File: src/rtl/ram_arbiter_pkg.sv
// Shared constants and types for the two-requester RAM arbiter.
package ram_arbiter_pkg;

    localparam int NUM_REQ       = 2;
    localparam int DEF_RAM_WIDTH = 8;
    localparam int DEF_RAM_DEPTH = 16;
    localparam int DEF_ADDR_SIZE = 4;

    typedef logic [NUM_REQ-1:0] req_vec_t;

endpackage

File: src/rtl/rr_arb2.sv
// Two-way round-robin arbiter: combinational grant, pointer moves past each winner.
module rr_arb2
    import ram_arbiter_pkg::*;
(
    input  logic     clk,
    input  logic     reset,
    input  req_vec_t req,
    output req_vec_t gnt
);

    logic prio_p0;

    always_comb begin
        gnt = '0;
        if (!reset) begin
            case (req)
                2'b01:   gnt = 2'b01;
                2'b10:   gnt = 2'b10;
                2'b11:   gnt = prio_p0 ? 2'b10 : 2'b01;
                default: gnt = '0;
            endcase
        end
    end

    // After a grant, favour whichever requester did not win.
    always_ff @(posedge clk) begin
        if (reset) begin
            prio_p0 <= 1'b0;
        end else if (|gnt) begin
            prio_p0 <= gnt[0];
        end
    end

endmodule

File: src/rtl/ram_arbiter.sv
// Arbitrates two write and two read requesters onto one 1-cycle dual-port RAM,
// with optional same-cycle write-to-read forwarding.
module ram_arbiter
    import ram_arbiter_pkg::*;
#(
    parameter int RAM_WIDTH = DEF_RAM_WIDTH,
    parameter int RAM_DEPTH = DEF_RAM_DEPTH,
    parameter int ADDR_SIZE = DEF_ADDR_SIZE,
    parameter int BYPASS    = 1
) (
    input  logic                           clk,
    input  logic                           reset,
    input  logic [NUM_REQ-1:0]             wr_req,
    input  logic [NUM_REQ*ADDR_SIZE-1:0]   wr_addr,
    input  logic [NUM_REQ*RAM_WIDTH-1:0]   wr_data,
    output logic [NUM_REQ-1:0]             wr_gnt,
    input  logic [NUM_REQ-1:0]             rd_req,
    input  logic [NUM_REQ*ADDR_SIZE-1:0]   rd_addr,
    output logic [NUM_REQ-1:0]             rd_gnt,
    output logic [NUM_REQ-1:0]             rd_valid,
    output logic [RAM_WIDTH-1:0]           rd_data,
    output logic                           ram_write,
    output logic                           ram_read,
    output logic [ADDR_SIZE-1:0]           ram_wr_addr,
    output logic [ADDR_SIZE-1:0]           ram_rd_addr,
    output logic [RAM_WIDTH-1:0]           ram_data_in,
    input  logic [RAM_WIDTH-1:0]           ram_data_out
);

    if (RAM_DEPTH > (1 << ADDR_SIZE)) begin : g_depth_chk
        $error("RAM_DEPTH exceeds the range of ADDR_SIZE");
    end

    logic                 collide_p0;
    logic [NUM_REQ-1:0]   rd_vld_p1;
    logic                 byp_vld_p1;
    logic [RAM_WIDTH-1:0] byp_data_p1;

    // p0: arbitration and RAM command
    rr_arb2 u_wr_arb (
        .clk   (clk),
        .reset (reset),
        .req   (wr_req),
        .gnt   (wr_gnt)
    );

    rr_arb2 u_rd_arb (
        .clk   (clk),
        .reset (reset),
        .req   (rd_req),
        .gnt   (rd_gnt)
    );

    always_comb begin
        ram_wr_addr = wr_addr[0 +: ADDR_SIZE];
        ram_data_in = wr_data[0 +: RAM_WIDTH];
        ram_rd_addr = rd_addr[0 +: ADDR_SIZE];
        if (wr_gnt[1]) begin
            ram_wr_addr = wr_addr[ADDR_SIZE +: ADDR_SIZE];
            ram_data_in = wr_data[RAM_WIDTH +: RAM_WIDTH];
        end
        if (rd_gnt[1]) begin
            ram_rd_addr = rd_addr[ADDR_SIZE +: ADDR_SIZE];
        end
    end

    assign ram_write  = |wr_gnt;
    assign ram_read   = |rd_gnt;
    assign collide_p0 = (BYPASS != 0) && ram_write && ram_read && (ram_wr_addr == ram_rd_addr);

    // p1: read return, RAM data or forwarded write data
    always_ff @(posedge clk) begin
        if (reset) begin
            rd_vld_p1   <= '0;
            byp_vld_p1  <= 1'b0;
            byp_data_p1 <= '0;
        end else begin
            rd_vld_p1  <= rd_gnt;
            byp_vld_p1 <= collide_p0;
            if (collide_p0) begin
                byp_data_p1 <= ram_data_in;
            end
        end
    end

    // Gating with reset drops a read that was granted just before reset rose.
    assign rd_valid = reset ? '0 : rd_vld_p1;
    assign rd_data  = byp_vld_p1 ? byp_data_p1 : ram_data_out;

endmodule

File: config.mk
export PLATFORM = sky130hd
export DESIGN_NAME = ram_arbiter
export DESIGN_NICKNAME = d
export VERILOG_FILES = /design/src/rtl/ram_arbiter_pkg.sv /design/src/rtl/rr_arb2.sv /design/src/rtl/ram_arbiter.sv
export SDC_FILE = /design/constraint.sdc
export NUM_CORES = 1
export LEC_CHECK = 0
export ABC_AREA = 0
export CAP_MARGIN = 10
export CORE_AREA = 2 2 56 58
export CTS_CLUSTER_DIAMETER = 30
export DETAILED_ROUTE_END_ITERATION = 10
export DIE_AREA = 0 0 58 60
export PLACE_DENSITY = 0.87
export SYNTH_ARGS = -nofsm -noshare
export SYNTH_HDL_FRONTEND = slang
export SYNTH_SLANG_ARGS = --single-unit
File: constraint.sdc
create_clock -name clk -period 4.6 [get_ports clk]
set_input_delay 1.38 -clock clk [delete_from_list [all_inputs] [get_ports clk]]
set_output_delay 1.38 -clock clk [all_outputs]
set_load 0.02 [all_outputs]
==> impl_metrics.toml, run 1 <==
[drt]
drc_errors = 0
firstDrtPassIters = 2
drtIter0Drc = 11
avgRoutedWirePerCell_um = 14.07
detail_route.vias_per_cell = 4.829
num_vias = 1048
wl_um = 3054
antenna_left = 0

[cells_and_area]
flow.area_growth_from_synthesis_pct = 88.50
layout.core_utilization = 0.6216
finalNetCount = 231
layout-drive-gt1-share = 0.2011
design_area_sq_um = 1804
nFillCells = 257
diodes = 0

[synth]
synth_seq_cells = 13
mappedNetlistNets = 149
synthMostInstantiatedCell = "mux2_2"
yosys.cell_types.count = 31
synth-edff-count = 0
synth_warnings = 0
postSynth.asyncResetShare = 0
synth.top_cells.by_area = "dfxtp_1, mux2_2, mux2i_1, nand2_1, buf_6"
synth.top_cells.by_count = "mux2_2, nand2_1, dfxtp_1"
synthFlopType = "dfxtp_1"
cell_count_after_synthesis = 103
synth_largest_area_cell = "dfxtp_1"
synth.top_cell.area_share = 0.2719
postSynthAreaPerCell_sq_um = 9.293
syn_area_sq_um = 957.2
synth_sequential_area_ratio = 0.2719

[floorplanning]
ios = 78
die_height_um = 60
effective_utilization_at_floorplan = 0.3297
chipWidth_um = 58
fp.dieArea_sq_um = 3480
floorplan.core_area_sq_um = 2903
std_cell_rows = 20

[worst_setup_path]
critical_path.cell_chain = "clkdlybuf4s50_1, nand2b_2, a21boi_0, or2_2, clkdlybuf4s50_1"
timing.critical_path.buf_inv = 2
worst-endpoint-required_ns = 3.22
setup.worst_path.start_class = "input pin"
cpPeakStageDelay_ns = 0.59
critPathMaxFanout = 4
worst_path_most_repeated_cell = "clkdlybuf4s50_1"
critical_path.top_delay_family = "buffers and inverters"
critical_path.slowest_cell = "clkdlybuf4s50_1"
crit_path_end_kind = "output port"
timing_worst_setup_path_type = "input pin to output port"
timing.critical_path.arrival_ns = 3.13

[hold_path]
hp-class = "flop to flop"

[clock_network]
clkSlewWorstSetupHoldPaths_ns = 0.08
cts_root_buffer = "clkbuf_4"
cts_tree = "built"
cts.sink_count = 13
clk-insertion-delay-late_ns = 0.27
cts_inserted_buffers = 3
cts_buffer_depth = 2
cts.htree.levels = 1
ctsHoldBuffers = 0

[sta]
finalWorstSetupSlack_ns = 0.08737
rsz0062_at_grt = "false"
timing.max_slew.rel_slack = 0.7451
fin_crit_ns = 4.513
worst_pin_slew_ns = 0.3818
final.period_utilization = 0.9810
fmax_ghz = 0.2216
finClkSkew_ns = 0.001827
hold_violations = 0
setup_viol = 0
timing_max_transition_violations_final = 0

[power_and_ir_drop]
power.ir.vdd_worst_mv = 0.1481
cellPowerDensity_nw_per_um2 = 189.6
power_leakage_nw = 0.7334

[placement]
place_area_sq_um = 1757
hpwl_um = 2532
buffer_ports.inserted = 77
gp_congestion = 0.7957
dp_slack_ns = -0.03200

[status]
outcome = "complete, no violations"

[global_route]
pin_count_of_the_biggest_net_entering_global_routing = 17
wire_length_of_the_first_global_routing_pass_um = 4795
initial_antenna_violation_count = 0
grt_remaining_overflow = 0
grt_use_total = 0.1825
vias_in_the_first_global_route = 1120

[run]
max_cap_violations = 0
-- cells in the final DEF (no fill, tap or decap), drive strengths merged, types with 2 or more instances in the layout --
cell type,n
and3,2
nor2,4
xnor2,3
nand2,20
dfxtp,13
nor2b,5
mux2,22
dlymetal6s2s,3
inv,4
nand2b,4
a21oi,2
buf,5
clkbuf,4
and2,2
clkdlybuf4s50,74
mux2i,8
-- layer usage --
layer / vias up / global-route usage / part of all wire
met3: 4 / 0.03247 / 0.044
met4: 0 / 0.06312 / 0.018
met2: 33 / 0.3945 / 0.59
met1: 500 / 0.1643 / 0.35
met5: - / 0 / 0
li1: 511 / - / -
-- report_power, final --
part | leakage [nW] | internal [mW] | switching [mW]
Combinational | 0.613 | 0.0916 | 0.0629
Sequential | 0.106 | 0.116 | 0.00204
Clock | 0.0150 | 0.0336 | 0.0364
-- stage by stage --
step           cells  total power, mW  hold WS [ns]  TNS (ns)
2_1_floorplan    103           0.1908        0.4313         0
3_3_place_gp     213           0.2704        0.4398         0
3_5_place_dp     213           0.2739        0.4483   -0.1437
4_1_cts          217           0.3434        0.4605         0
5_1_grt          217           0.3586        0.4863         0
6_report         217           0.3421        0.4599         0
-- flip-flops by register name (all words and copies together), names as in the netlist --
name	count
byp_vld_p1	1
u_rd_arb.prio_p0	1
byp_data_p1	8
rd_vld_p1	2
u_wr_arb.prio_p0	1
-- timing repair --
action | CTS | global route
pin swaps | 0 | 0
setup endpoints to repair | 10 | 9
buffers inserted | 0 | 0
gates resized for setup | 1 | 4
cloned | 0 | 0
-- path summary, 6_finish.rpt --
path	startpoint	endpoint	slack, ns	depth (start not counted)
max reg2reg	u_wr_arb.prio_p0	byp_data_p1[0]	2.72	6
min	byp_data_p1[4]	byp_data_p1[4]	0.46	2
max	wr_req[0]	ram_wr_addr[1]	0.09	5
min reg2reg	byp_data_p1[4]	byp_data_p1[4]	0.46	2
-- layout make-up --
type / count / area, sq um / area share
clock buffers: 4 / 26.28 / 0.01456
inverters: 4 / 15.01 / 0.008322
multi-input cells: 81 / 645.6 / 0.3578
well taps: 33 / 41.29 / 0.02288
flip-flops and latches: 13 / 260.3 / 0.1442
repair buffers: 82 / 815.8 / 0.4521
-- tightest hold or removal path, stage by stage (launching register included) --
cell and delay (ns):
dfxtp_1 0.32, nand2_1 0.05, mux2i_1 0.05
-- cell families (layout without fill, tap and decap cells) --
logic type	after synthesis	in the layout	share of synthesized area
flip-flops	13	13	0.2719
XOR/XNOR	3	3	0.03530
buffers and inverters	9	90	0.06797
AND/OR/NAND/NOR	41	41	0.2314
multiplexers	30	30	0.3464
AO/OA/AOI/OAI	7	7	0.04707
No activity file was read; power rests on OpenSTA's default activity.
==> run 2: changes to the inputs <==
Settings changed: CORE_AREA 2 2 56 58 to 2 2 58 60, DIE_AREA 0 0 58 60 to 0 0 60 62, PLACE_DENSITY 0.87 to 0.82, SLEW_MARGIN set to 15.
Clock period 4.6 ns to 4.2 ns, I/O delays scaled along.
==> run 2 against run 1 <==
Flip-flop and latch count stayed put. Highest routed layer unchanged. Combinational power is 14% higher. Worst hold slack better by 0.0041 ns. Core utilization decreased by 1.4 points. Power grew 11%. Sequential share of layout area shrank 0.94 points. Routed wire length up 0.59%. Register-to-register slack worse by 0.55 ns. Largest cell class unchanged. Non-clock buffer count grew 17. Critical path depth up 1. Setup slack lost 0.027 ns.
==> impl_metrics.toml, run 2 (same netlist as run 1, synthesis figures left out) <==
[floorplanning]
std_cell_rows = 21
effective_utilization_at_floorplan = 0.3011
floorplan.core_area_sq_um = 3179
fp.dieArea_sq_um = 3720
chipWidth_um = 60
die_height_um = 62
ios = 78

[cells_and_area]
layout_commonest_cell = "clkdlybuf4s50_1"
layout-drive-gt1-share = 0.2687
finalNetCount = 248
registers.top_by_ff_count = "byp_data_p1"
final_cell_mix = "clkdlybuf4s50_1, mux2_2, buf_4"
diodes = 0
largest_register_ffs = 8
largest_registers = "byp_data_p1 x8, rd_vld_p1 x2"
flow.area_growth_from_synthesis_pct = 101.7

[clock_network]
clk-insertion-delay-late_ns = 0.27
clkSlewWorstSetupHoldPaths_ns = 0.08
cts.htree.levels = 1
cts_tree = "built"
cts_buffer_depth = 2
ctsHoldBuffers = 0
cts_root_buffer = "clkbuf_4"
cts_inserted_buffers = 3
cts.sink_count = 13

[global_route]
wire_length_of_the_first_global_routing_pass_um = 4554
vias_in_the_first_global_route = 1113
initial_antenna_violation_count = 0
grt_remaining_overflow = 0
pin_count_of_the_biggest_net_entering_global_routing = 17
grt_use_total = 0.1644

[power_and_ir_drop]
cellPowerDensity_nw_per_um2 = 196.8
power_leakage_nw = 0.8225
total_power_mw = 0.3800
power.ir.vdd_worst_mv = 0.1201

[placement]
dp_slack_ns = -0.1587
gp_congestion = 0.8036
hpwl_um = 2627
buffer_ports.inserted = 77

[sta]
worst_pin_slew_ns = 0.3980
timing.hold.ws_ns = 0.4640
timing_max_transition_violations_final = 0
finalWorstSetupSlack_ns = 0.06027
hold_violations = 0
final.period_utilization = 0.9856
rsz0062_at_grt = "false"
fin_crit_ns = 4.140
timing.max_slew.rel_slack = 0.7343
setup_viol = 0
final.setup.tns_ns = 0
finClkSkew_ns = 0.001358
fmax_ghz = 0.2416

[worst_setup_path]
crit_path_end_kind = "output port"
cpPeakStageDelay_ns = 0.49
critical_path.slowest_cell = "clkdlybuf4s50_1"
setup.worst_path.start_class = "input pin"
critPathMaxFanout = 5
timing.critical_path.arrival_ns = 2.88
timing_worst_setup_path_type = "input pin to output port"
critical_path.cell_chain = "clkdlybuf4s50_1, buf_4, nor2b_2, nand2_2, mux2_1, dlygate4sd2_1"
critical_path.top_delay_family = "buffers and inverters"
worst-endpoint-required_ns = 2.94
timing.critical_path.buf_inv = 3

[drt]
wl_um = 3072
detail_route.vias_per_cell = 4.368
avgRoutedWirePerCell_um = 12.44
drtIter0Drc = 12
firstDrtPassIters = 4
antenna_left = 0
drc_errors = 0
num_vias = 1079

[hold_path]
hp-class = "flop to flop"

[run]
max_cap_violations = 0

[status]
outcome = "complete, no violations"
run 2: changes by cell type in the layout (fill, tap and decap cells not counted), sizes merged:
| cell | before | now |
|---|---|---|
| clkdlybuf4s50 | 74 | 60 |
| dlygate4sd2 | 0 | 17 |
| buf | 5 | 22 |
| dlymetal6s2s | 3 | 0 |
run 2: layout make-up:
class,instances,area (sq um)
inverter,4,15.01
fill,288,1249
tap,46,57.56
sequential,13,260.3
multi-input combinational,81,631.9
timing repair buffer,99,939.7
clock buffer,4,26.28
run 2: routing by layer:
metal / GRT usage / vias up / wire (um)
met5: 0 / - / 0
met4: 0.07937 / 0 / 68
met2: 0.3121 / 38 / 1706
met3: 0.04348 / 8 / 156
met1: 0.1663 / 488 / 1142
li1: - / 545 / -
run 2: worst reg2reg max path, cell delays in order, from the launching register on:
cell and delay [ns]:
dfxtp_1 0.32, nand2b_2 0.19, nand2_2 0.14, buf_4 0.14
mux2_2 0.34, buf_4 0.14, xnor2_1 0.13, and4_4 0.35
mux2i_1 0.22
run 2: metrics by stage:
stage / area (sq um) / cells / util
2_1_floorplan: 957.2 / 103 / -
3_3_place_gp: 1926 / 243 / 0.6057
3_5_place_dp: 1926 / 243 / 0.6057
4_1_cts: 1931 / 247 / 0.6072
5_1_grt: 1931 / 247 / 0.6072
6_report: 1931 / 247 / 0.6072
run 2: path summary, 6_finish.rpt:
check,start,endpoint,slack (ns),cells after the start
worst max register to register,u_wr_arb.prio_p0,byp_data_p1[3],2.17,8
worst max-delay path,reset,ram_rd_addr[2],0.06,6
worst min register to register,byp_data_p1[0],byp_data_p1[0],0.46,2
worst min-delay path,byp_data_p1[0],byp_data_p1[0],0.46,2
run 2: power by group:
group | internal [mW] | switching (mW)
combinational | 0.105 | 0.0705
sequential | 0.127 | 0.00208
clock | 0.0368 | 0.0389
run 2: what timing repair did:
item                                   CTS  global route
setup buffers                            0             0
resized for setup                       17             1
endpoints found under the hold margin    0             0
setup endpoints to repair               17             1
cloned                                   0             0
==> run 3: changes to the inputs <==
Settings changed: CORE_AREA 2 2 58 60 to 2 2 54 56, DIE_AREA 0 0 60 62 to 0 0 56 58, DONT_BUFFER_PORTS set to 1, PLACE_DENSITY 0.82 to 0.55, SETUP_SLACK_MARGIN set to 0.02.
==> run 3 against run 2 <==
Sequential power about the same. Non-clock buffer count is 99 lower. Register-to-register slack about the same. Cell count is 46% lower. Power decreased by 26%. Largest power group is now registers. Die area fell by 13%. Sequential share of layout area increased by 13 points. Core utilization shrank 24 points. Clock power is 2% lower. Largest cell class is now multi-input combinational cells. Fmax increased by 24%. Via count shrank 35%.
==> impl_metrics.toml, run 3 (same netlist as run 1, synthesis figures left out) <==
[sta]
hold_violations = 0
finClkSkew_ns = 0.003183
fmax_ghz = 0.2992
timing.hold.ws_ns = 0.4600
timing.max_slew.rel_slack = 0.6848
final.setup.tns_ns = 0
fin_crit_ns = 3.342
final.period_utilization = 0.7958
timing_max_transition_violations_final = 0
worst_pin_slew_ns = 0.4724
rsz0062_at_grt = "false"
setup_viol = 0

[floorplanning]
chipWidth_um = 56
effective_utilization_at_floorplan = 0.3595
ios = 78
std_cell_rows = 19
floorplan.core_area_sq_um = 2663
fp.dieArea_sq_um = 3248
die_height_um = 58

[clock_network]
ctsHoldBuffers = 0
clk-insertion-delay-late_ns = 0.27
cts.sink_count = 13
cts_tree = "built"
clkSlewWorstSetupHoldPaths_ns = 0.08
cts_repair_resize_count = 0
cts_buffer_depth = 2
cts.htree.levels = 1
post-cts-setup-buffer-count = 0
cts_inserted_buffers = 3
cts_root_buffer = "clkbuf_4"

[power_and_ir_drop]
total_switching_power_mw = 0.09090
power.ir.vdd_worst_mv = 0.1809
switching_share = 0.3213
power_leakage_nw = 0.3814
internal_power_of_the_cells_mw = 0.1920
share_seq_of_total_power = 0.455
combinationalPowerShare = 0.283
total_power_mw = 0.2829
cellPowerDensity_nw_per_um2 = 291.0
p_clk_frac = 0.262

[cells_and_area]
design_area_sq_um = 972.2
largest_register_ffs = 8
finalNetCount = 149
area_of_combinational_cells_with_multiple_inputs_sq_um = 631.9
layout_commonest_cell = "mux2_2"
final_cell_mix = "mux2_2, nand2_1, dfxtp_1"
registers.top_by_ff_count = "byp_data_p1"
regArea_sq_um = 260.3
layout-drive-gt1-share = 0.3137
diodes = 0
largest_registers = "byp_data_p1 x8, rd_vld_p1 x2"
nFillCells = 279
flow.area_growth_from_synthesis_pct = 1.569

[worst_setup_path]
setup.worst_path.start_class = "input pin"
setup.reg_to_reg.worst_slack_ns = 2.17
crit_path_end_kind = "output port"
cpPeakStageDelay_ns = 0.45
critical_path.top_delay_family = "multiplexers"
timing.critical_path.buf_inv = 0
timing_worst_setup_path_type = "input pin to output port"
critPathMaxFanout = 12
critical_path.cell_chain = "nor2b_4, nand2_2, mux2_2"
critical_path.slowest_cell = "mux2_2"
worst-endpoint-required_ns = 2.94
timing.critical_path.arrival_ns = 2.08

[status]
outcome = "complete, no violations"

[placement]
place_area_sq_um = 945.9
gp_congestion = 0.6493
buffer_ports.inserted = 0
hpwl_um = 1602

[drt]
antenna_left = 0
wl_um = 1973
avgRoutedWirePerCell_um = 14.83
num_vias = 699
firstDrtPassIters = 4
detail_route.vias_per_cell = 5.256
drtIter0Drc = 4
drc_errors = 0

[hold_path]
hp-class = "flop to flop"

[global_route]
wire_length_of_the_first_global_routing_pass_um = 2994
grt_remaining_overflow = 0
initial_antenna_violation_count = 0
vias_in_the_first_global_route = 657
pin_count_of_the_biggest_net_entering_global_routing = 18
grt_use_total = 0.1183

[run]
max_cap_violations = 0
run 3: changes by cell type in the layout (fill, tap and decap cells not counted):
cell,previous run,this run
clkdlybuf4s50_1,60,0
buf_4,20,0
dlygate4sd2_1,17,0
buf_12,2,0
o21ai_0,0,1
o21ai_1,1,0
run 3: final timing paths:
path                                        from              to  cells after the start
worst max-delay path                   wr_req[1]  ram_wr_addr[0]                      3
worst max register to register  u_wr_arb.prio_p0  byp_data_p1[7]                      6
worst min register to register    byp_data_p1[3]  byp_data_p1[3]                      2
worst min-delay path              byp_data_p1[3]  byp_data_p1[3]                      2
run 3: final cells by class:
class | count | share of cell area
clock buffer | 4 | 0.02703
inverter | 4 | 0.01544
multi-input combinational | 81 | 0.6499
sequential | 13 | 0.2677
tap | 31 | 0.03990
run 3: worst register-to-register path, stage by stage (launching register included):
cell	delay, ns
dfxtp_1	0.33
nand2b_2	0.20
nand2_2	0.27
mux2_2	0.46
xnor2_1	0.16
and4_4	0.35
mux2i_1	0.21
run 3: per-stage QoR:
stage,setup slack [ns],utilization,instances
after floorplan,0.8931,-,103
after global placement,0.8578,0.3553,129
after detailed placement,0.8475,0.3553,129
after CTS,0.8470,0.3651,133
after global routing,0.8073,0.3651,133
final,0.8578,0.3651,133
run 3: power by group through the flow:
| stage | registers [mW] | clock network, mW | logic (mW) |
|---|---|---|---|
| after global routing | 0.129 | 0.0884 | 0.0864 |
| after global placement | 0.131 | 0 | 0.0806 |
| after floorplan | 0.131 | 0 | 0.0783 |
| after detailed placement | 0.132 | 0 | 0.0812 |
| after CTS | 0.129 | 0.0803 | 0.0813 |
| final | 0.129 | 0.0743 | 0.0800 |
run 3: routing by layer:
metal / vias to the layer above / GRT usage / wire length [um]
met1: 303 / 0.1342 / 814
li1: 352 / - / -
met2: 42 / 0.2050 / 965
met5: - / 0 / 0
met4: 0 / 0.04082 / 23
met3: 2 / 0.04464 / 171
